==> src/rtl/fetch_stage.sv <==
// fetch_stage: LEGv8 instruction fetch with IF/ID register; optional counters via `ifdef FETCH_STATS_EN.
// Latency: the word at PC appears on instr_d one cycle after PC is presented on imem_addr.
// Backpressure: stall_d holds PC and IF/ID; PCSrc redirect overrides stall and injects a bubble.
module fetch_stage #(
    parameter int            N        = 64,
    parameter logic [N-1:0]  RESET_PC = '0
) (
    input  logic         clk,
    input  logic         reset,
    output logic [N-1:0] imem_addr,
    input  logic [31:0]  imem_data,
    input  logic         stall_d,
    input  logic         PCSrc,
    input  logic [N-1:0] PCBranch,
    output logic [31:0]  instr_d,
    output logic [10:0]  op_d,
    output logic [N-1:0] pc_d,
    output logic         valid_d,
    output logic [31:0]  fetched_cnt,
    output logic [31:0]  squash_cnt
);

    typedef enum logic [1:0] {
        ST_BOOT = 2'd0,
        ST_RUN  = 2'd1,
        ST_HOLD = 2'd2
    } state_t;

    state_t         r_state;
    logic [N-1:0]   r_pc;
    logic [31:0]    r_instr;
    logic [N-1:0]   r_pc_d;
    logic           r_valid;

    logic           w_active;
    logic           w_redirect;
    logic           w_load;
    logic [N-1:0]   w_target;
    logic [N-1:0]   w_pc_inc;

    // BOOT spends one cycle idle so the first fetch at RESET_PC happens in RUN;
    // redirects are ignored there. HOLD exiting with stall_d=0 loads immediately
    // so the held instruction is never presented to decode twice.
    assign w_active   = (r_state != ST_BOOT);
    assign w_redirect = w_active && PCSrc;
    assign w_load     = w_active && !PCSrc && !stall_d;
    assign w_target   = {PCBranch[N-1:2], 2'b00};
    assign w_pc_inc   = r_pc + N'(4);

    // Fetch FSM: PC, IF/ID register and state, redirect taking priority over stall.
    always_ff @(posedge clk) begin
        if (reset) begin
            r_state <= ST_BOOT;
            r_pc    <= RESET_PC;
            r_instr <= 32'h0;
            r_pc_d  <= '0;
            r_valid <= 1'b0;
        end else begin
            case (r_state)
                ST_BOOT: r_state <= ST_RUN;
                ST_RUN:  r_state <= (stall_d && !PCSrc) ? ST_HOLD : ST_RUN;
                ST_HOLD: r_state <= (!stall_d || PCSrc) ? ST_RUN : ST_HOLD;
                default: r_state <= ST_BOOT;
            endcase

            if (w_redirect) begin
                r_pc    <= w_target;
                r_instr <= 32'h0;
                r_valid <= 1'b0;
            end else if (w_load) begin
                r_pc    <= w_pc_inc;
                r_instr <= imem_data;
                r_pc_d  <= r_pc;
                r_valid <= 1'b1;
            end
        end
    end

`ifdef FETCH_STATS_EN
    logic [31:0] r_fetched_cnt;
    logic [31:0] r_squash_cnt;

    // Event counters: valid IF/ID loads and accepted redirects, free-running wrap.
    always_ff @(posedge clk) begin
        if (reset) begin
            r_fetched_cnt <= 32'h0;
            r_squash_cnt  <= 32'h0;
        end else begin
            if (w_load)
                r_fetched_cnt <= r_fetched_cnt + 32'd1;
            if (w_redirect)
                r_squash_cnt  <= r_squash_cnt + 32'd1;
        end
    end

    assign fetched_cnt = r_fetched_cnt;
    assign squash_cnt  = r_squash_cnt;
`else
    assign fetched_cnt = 32'h0;
    assign squash_cnt  = 32'h0;
`endif

    assign imem_addr = r_pc;
    assign instr_d   = r_instr;
    assign op_d      = r_instr[31:21];
    assign pc_d      = r_pc_d;
    assign valid_d   = r_valid;

endmodule

==> config.mk <==
export PLATFORM = sky130hd
export DESIGN_NAME = fetch_stage
export DESIGN_NICKNAME = d
export VERILOG_FILES = /design/src/rtl/fetch_stage.sv
export SDC_FILE = /design/constraint.sdc
export NUM_CORES = 1
export LEC_CHECK = 0
export CAP_MARGIN = 20
export CORE_UTILIZATION = 43
export DETAILED_ROUTE_END_ITERATION = 8
export HOLD_SLACK_MARGIN = 0.12
export PLACE_DENSITY = 0.92
export REMOVE_ABC_BUFFERS = 1
export SLEW_MARGIN = 20
export SYNTH_ARGS = -nofsm -noshare
export SYNTH_HDL_FRONTEND = slang
export SYNTH_SLANG_ARGS = --single-unit
export TNS_END_PERCENT = 100
==> constraint.sdc <==
create_clock -name clk -period 2.7 [get_ports clk]
set_input_delay 0.54 -clock clk [delete_from_list [all_inputs] [get_ports clk]]
set_output_delay 0.54 -clock clk [all_outputs]
set_load 0.01 [all_outputs]
==> key figures <==
Status
  – Status: finished clean

Final layout
  – Layout area overhead: 43.5%
  – Share of cells above drive strength 1: 8.15%
  – Fin nets: 1402
  – Multi-input gate area: 4090 um^2
  – Most frequent cells in the layout: clkdlybuf4s50_1, nand2_1, dfxtp_1, a21oi_1, conb_1
  – Post-route insts no fill: 1543
  – Commonest non-fill, non-tap cell in the layout: clkdlybuf4s50_1
  – Register area: 3180 um^2
  – Finished Cell Area: approximately 11000 um^2
  – Fillers: 1511

Pwr
  – P per Cell Area: 511 nW/um^2
  – VDD IR max: around 0.00048 V
  – Leakage: roughly 3.9 nW

Setup path
  – Levels on crit path: 7
  – CP Capture Type: flip-flop
  – Worst r2r src: imem_addr[2]
  – Crit path launch: imem_addr[2]
  – Crit path to: imem_addr[44]
  – Reg2reg setup slack: 230 ps
  – CP cell instances: ha_1 > nand3_1 > nor3_1 > buf_4 > and4_1 > a211oi_1 > a311oi_1
  – Worst path slowest cell: dfxtp_1
  – Crit-path max cell delay: between 400 and 500 ps
  – CP top delay family: simple AND/OR/NAND/NOR gates
  – WS Path Type: reg -> reg
  – CP required: 3030 ps
  – Worst EP arrival: 2800 ps
  – Worst R2R End: imem_addr[44]
  – Cells on worst reg2reg path: 7
  – Max FO, Critical Path: 8
  – Buf+Inv Stages, Crit Path: 1
  – Startpoint types: flip-flop

CTS
  – CTS Sinks: 159
  – Hold_buf cts: 0
  – Worst-path clk slew: ~60 ps
  – Cts bufs inserted: 17
  – CTS Root Cell: clkbuf_16
  – Clock latency on the worst-skew pair: about 430 ps
  – Post_cts resized: 0
  – Number of setup buffers added after CTS: 0
  – Max Buffers Root-to-Sink: 2
  – H-tree Lvls: 4
  – CTS tree: done

STA
  – Slew of the pin with the lowest slew margin: 718 ps
  – Min Tclk post-route: 2470 ps
  – RSZ-0062 raised after global routing: no
  – Setup_tns: 0 ps
  – Clock Skews: 8.60 ps
  – Final setup fails: 0
  – Final Hold Vio Count: 0
  – Final Slew Violations: 0
  – Fmax: 404 MHz
  – Hold slack: 452 ps
  – Final Cycle Share: 91.6%
  – Relative slew slack: 52.1%

Place
  – Number of placed cells counting well taps: 1511
  – Placed instance area: 10800 um^2
  – DP Wirelength: 19600 um
  – IO buf count: 265
  – Gp weighted congestion: about 0.88

Yosys
  – Sequential element share of the synthesized area: 40.2%
  – Netlist cell types: 61
  – Flops & latches, synth: 159
  – Warnings from Yosys: 0
  – Adder-Cell Fraction of Synth Area: 0.285%
  – Largest family of logic cells by synthesized area: simple AND/OR/NAND/NOR gates
  – Post-synthesis cell area: around 8000 um^2
  – Predominant post-synthesis flop cell: dfxtp_1
  – Synth area leaders: dfxtp_1, nand2_1, a21oi_1
  – Post-synthesis mux area share: 0.633%
  – Syn Inst Count: between 1000 and 1500
  – Complex-gate fraction of the synthesized area: 18.6%
  – Async SR Flop Fraction: 0%
  – Number of synthesized flops with an enable pin: 0
  – XOR/XNOR Fraction of Synth Area: 0.664%
  – Syn_area_per_cell: 7.59 um^2
  – Synth Area in Simple Gates: between 20% and 30%
  – Synth area leader: dfxtp_1
  – Top-area cell type share of the netlist area: about two fifths

Global routing
  – Number of global-route vias before repair: 8023
  – GRT Overall Usage: between 20 and 30%
  – Antenna violations before repair: 1
  – First-pass GRT wire length: 40800 um
  – Largest net degree at the start of global routing: 65
  – Global route overflow: 0

Drt
  – Via count: 8716
  – DRT Pass-1 Iters: 7
  – DRC errors left: 0
  – WL final: 27500 um
  – Starting DRT DRC Count: 616
  – ANT nets after route: 0
  – Vias per inst: 5.65
  – Routed WL per cell: 17.8 um

Floorplan
  – DIE HEIGHT: 138 um
  – Die area: 18900 um^2
  – Die width: 138 um
  – Cell Rows: 49
  – Std-Cell Core Area: 18000 um^2
  – Initial Utilization: 43.9%
  – Ports: 336

Hold path
  – HP Class: reg -> reg

Run
  – Max_cap viols: 0
==> synthesized netlist by cell type (4+ instances only) <==
master / n
o311a_1: 7
nor3_1: 20
a22oi_1: 12
xnor2_1: 4
a311oi_1: 5
o31ai_1: 5
o221ai_1: 6
or3_1: 15
buf_4: 79
inv_1: 10
a21oi_1: 123
o211ai_1: 19
nand3_1: 43
or4_1: 14
o21ai_0: 16
nand4_1: 26
and3_1: 14
a31oi_1: 18
mux2i_1: 5
and4_1: 9
dfxtp_1: 159
nor4_1: 21
clkbuf_1: 68
nor2_1: 31
nand2_1: 254
==> metal layers <==
layer | GRT usage [%] | up-vias | share of wire, %
met3 | 7.95 | 85 | 10
met1 | 32.8 | 4028 | 39
met5 | 0 | - | 0
met4 | 12.7 | 0 | 3.3
li1 | - | 4087 | -
met2 | 46.2 | 516 | 47
==> stage by stage <==
step | setup WS (ps) | power (mW) | utilization (%)
2_1_floorplan | -2470 | 2.86 | -
3_3_place_gp | 161 | 3.36 | 59.7
3_5_place_dp | 28.0 | 3.38 | 59.7
4_1_cts | 274 | 5.82 | 63.0
5_1_grt | 136 | 6.02 | 63.0
6_report | 227 | 5.81 | 63.0
==> logic make-up after synthesis <==
kind of cell	after synthesis
and+or+nand+nor	466
DFF	159
muxes	5
xor gates and xnor gates	6
adders and majority gates	2
other	1
buffers and inverters	165
AOI/OAI and AO/OA	238
==> flip-flops by register name, summed over array words and instances, names as in the netlist <==
| signal | flops |
|---|---|
| instr_d | 32 |
| valid_d | 1 |
| imem_addr | 62 |
| r_state | 2 |
| pc_d | 62 |
==> final cells by class <==
type | instances | area share, %
repair buffers | 327 | 27.8
diodes | 1 | 0.0220
multi-input cells | 785 | 36.0
clock inverters | 10 | 1.20
clock buffers | 21 | 4.06
well taps | 229 | 2.52
flip-flops and latches | 159 | 28.0
inverters | 11 | 0.364
==> where the power goes <==
group | switching, mW | total (mW) | internal (mW)
clock | 0.970 | 2.47 | 1.50
sequential | 0.100 | 2.52 | 2.42
combinational | 0.418 | 0.818 | 0.399
total | 1.49 | 5.81 | 4.32
==> how the worst min path moves through the flow <==
| stage | end | startpoint | cells past startpoint | slack [ps] |
|---|---|---|---|---|
| finish | instr_d[15] | instr_d[15] | 2 | 450 |
| global route | pc_d[22] | pc_d[22] | 2 | 470 |
| CTS | pc_d[29] | pc_d[29] | 2 | 450 |
| detailed placement | pc_d[53] | pc_d[53] | 2 | 450 |
| global placement | pc_d[38] | pc_d[38] | 2 | 440 |
| floorplan | pc_d[10] | pc_d[10] | 2 | 470 |
==> tightest hold or removal path, cell delays in order (launching register included) <==
cell	delay (ps)
dfxtp_1	300
nand2_1	50
a21oi_1	50
Note: power is estimated with default switching activity, not from simulation.
==> RTL change (config.mk and constraints unchanged) <==
Add a define of `FETCH_STATS_EN`.
--- a/src/rtl/fetch_stage.sv
+++ b/src/rtl/fetch_stage.sv
@@ -3,2 +3,4 @@
 // Backpressure: stall_d holds PC and IF/ID; PCSrc redirect overrides stall and injects a bubble.
+`define FETCH_STATS_EN
+
 module fetch_stage #(
Formal check against the unedited RTL: not equivalent (Yosys sat finds a counterexample within 4 cycles, from zero or initial values and one cycle with reset high).
==> RTL change against the unedited design <==
Non-clock buffer count rose by 98. Synthesized area rose by 33%. Sequential cell count rose by 64. Setup slack better by 0.035 ns. Via count is 35% higher. Wire length up 40%. Cell area grew 36%. Worst hold slack lost 0.080 ns. Total power up 36%. Critical endpoint is now imem_addr[56]. Largest cell class unchanged.
==> RTL change: results (changes against the unedited design) <==
| Metric | Value |
|---|---|
| Mux contribution to synthesized area | `0.0111 (was 0.00633)` |
| DP HPWL | `27.8 mm (was 19.6 mm)` |
| Synth cell count leaders | `nand2_1, dfxtp_1, a21oi_1 (unchanged)` |
| R2r endpoint | `imem_addr[56] (was imem_addr[44])` |
| Post-Synthesis Cells | `1344 (was 1042)` |
| Diode count | `0 (was 1)` |
| Top delay family on crit path | `simple AND/OR/NAND/NOR gates (unchanged)` |
| Slowest stage delay, CP | `0.58 ns (was 0.47 ns)` |
| Crit-path slowest cell | `nor4b_4 (was dfxtp_1)` |
| RR Startpoint | `imem_addr[3] (was imem_addr[2])` |
| Initial antenna violation count | `0 (was 1)` |
| Share of layout cells above drive strength 1 | `0.0955 (was 0.0815)` |
| Min-Delay Path Class | `in -> reg (was reg -> reg)` |
| Via count | `11765 (was 8716)` |
| # port buffers | `329 (was 265)` |
| CTS buffer count | `25 (was 17)` |
| Outcome | `complete, no violations (unchanged)` |
| Clk Latency, worst-skew pair | `0.52 ns (was 0.43 ns)` |
| LEAKAGE | `5.24 nW (was 3.88 nW)` |
| DR WL/cell | `19.0 um (was 17.8 um)` |
| Clock skew | `0.0136 ns (was 0.00860 ns)` |
| Least-Margin Pin Slew | `0.735 ns (was 0.718 ns)` |
| GPL Wtd Cong | `0.921 (was 0.885)` |
| WL final | `38.4 mm (was 27.5 mm)` |
| First-pass GRT wire length | `59.1 mm (was 40.8 mm)` |
| Max Root-Sink Buffers | `3 (was 2)` |
| Arr. time, crit path | `2.83 ns (was 2.80 ns)` |
| Post-synthesis xor/xnor area fraction | `0.0426 (was 0.00664)` |
| Total Routing Usage GR | `0.297 (was 0.277)` |
| Compound-Gate Fraction of Synth Area | `0.157 (was 0.186)` |
| Dpl cell area | `14600 um2 (was 10800 um2)` |
| Synth Area in Adders | `0.00358 (was 0.00285)` |
| NumNets Final | `1796 (was 1402)` |
| Post-synthesis sequential area ratio | `0.425 (was 0.402)` |
| Largest net degree at the start of global routing | `88 (was 65)` |
| Flop-to-flop setup slack | `0.26 ns (was 0.23 ns)` |
| Synth top area cells | `dfxtp_1, nand2_1, a21oi_1, nor2_1, nand4_1 (was dfxtp_1, nand2_1, a21oi_1, buf_4, clkbuf_1)` |
| Peak supply drop | `0.000460 V (was 0.000478 V)` |
| DRC marker count from the first detailed-route iteration | `1017 (was 616)` |
| Number of global-route vias before repair | `11201 (was 8023)` |
| H-Tree Depth | `1 (was 4)` |
| # placed instances | `1985 (was 1511)` |
| Fill cell count | `1931 (was 1511)` |
-- RTL change: changes by cell type after synthesis, moves of 17 or more --
cell	delta
nor3_1	+24
buf_4	-62
nand4_1	+29
nor2_1	+71
xor2_1	+29
dfxtp_1	+64
o21ai_0	+17
-- RTL change: how the worst min path moves through the flow --
stage / endpoint / slack [ns] / cells after the start / from
3_3_place_gp: instr_d[5] / 0.44 / 2 / instr_d[5]
2_1_floorplan: pc_d[10] / 0.47 / 2 / pc_d[10]
4_1_cts: imem_addr[13] / 0.34 / 2 / reset
6_report: imem_addr[11] / 0.37 / 2 / reset
5_1_grt: imem_addr[13] / 0.36 / 2 / reset
3_5_place_dp: pc_d[21] / 0.45 / 2 / pc_d[21]
-- RTL change: power breakdown --
group	total [mW]	switching (mW)	internal, mW	leakage, nW
Clock	3.41	1.35	2.06	0.398
Combinational	1.01	0.514	0.498	3.03
Sequential	3.48	0.0971	3.38	1.81
-- RTL change: stage by stage --
stage / setup WS, ns / TNS, ns
after detailed placement: 0.0163 / 0
after floorplan: -2.95 / -359.89
after CTS: 0.286 / 0
final: 0.262 / 0
after global placement: 0.0538 / 0
after global routing: 0.114 / 0
-- RTL change: area by class of cell --
type / count / area, um2 / area share
clock buffer: 35 / 733 / 0.0475
clock inverter: 6 / 85.1 / 0.00552
inverter: 19 / 71.3 / 0.00462
multi-input combinational: 999 / 5530 / 0.359
sequential: 223 / 4460 / 0.289
tap: 319 / 399 / 0.0259
timing repair buffer: 425 / 4140 / 0.268
-- RTL change: worst register-to-register path, delay by kind of cell (launching register included) --
family / cells / cell delay (ns)
AO/OA/AOI/OAI: 1 / 0.34
adder cells (fa/ha/maj): 1 / 0.25
buffers and inverters: 1 / 0.19
flip-flops: 1 / 0.44
multiplexers: 1 / 0.15
AND/OR/NAND/NOR: 3 / 0.95
-- RTL change: routing by layer --
layer | GRT usage | wire length [um] | up-vias | share of wire
met5 | 0 | 0 | - | 0
met4 | 0.108 | 1320 | 0 | 0.034
met3 | 0.0819 | 4100 | 119 | 0.11
met2 | 0.513 | 18600 | 622 | 0.48
met1 | 0.350 | 14400 | 5529 | 0.37
li1 | - | - | 5495 | -
-- RTL change: kinds of logic (layout without fill, tap and decap cells) --
kind of cell / after synthesis / in the layout
AO/OA/AOI/OAI: 266 / 266
XOR/XNOR: 51 / 51
adder cells (fa/ha/maj): 3 / 3
buffers and inverters: 125 / 485
flip-flops: 223 / 223
multiplexers: 11 / 11
other: 1 / 4
AND/OR/NAND/NOR: 664 / 664
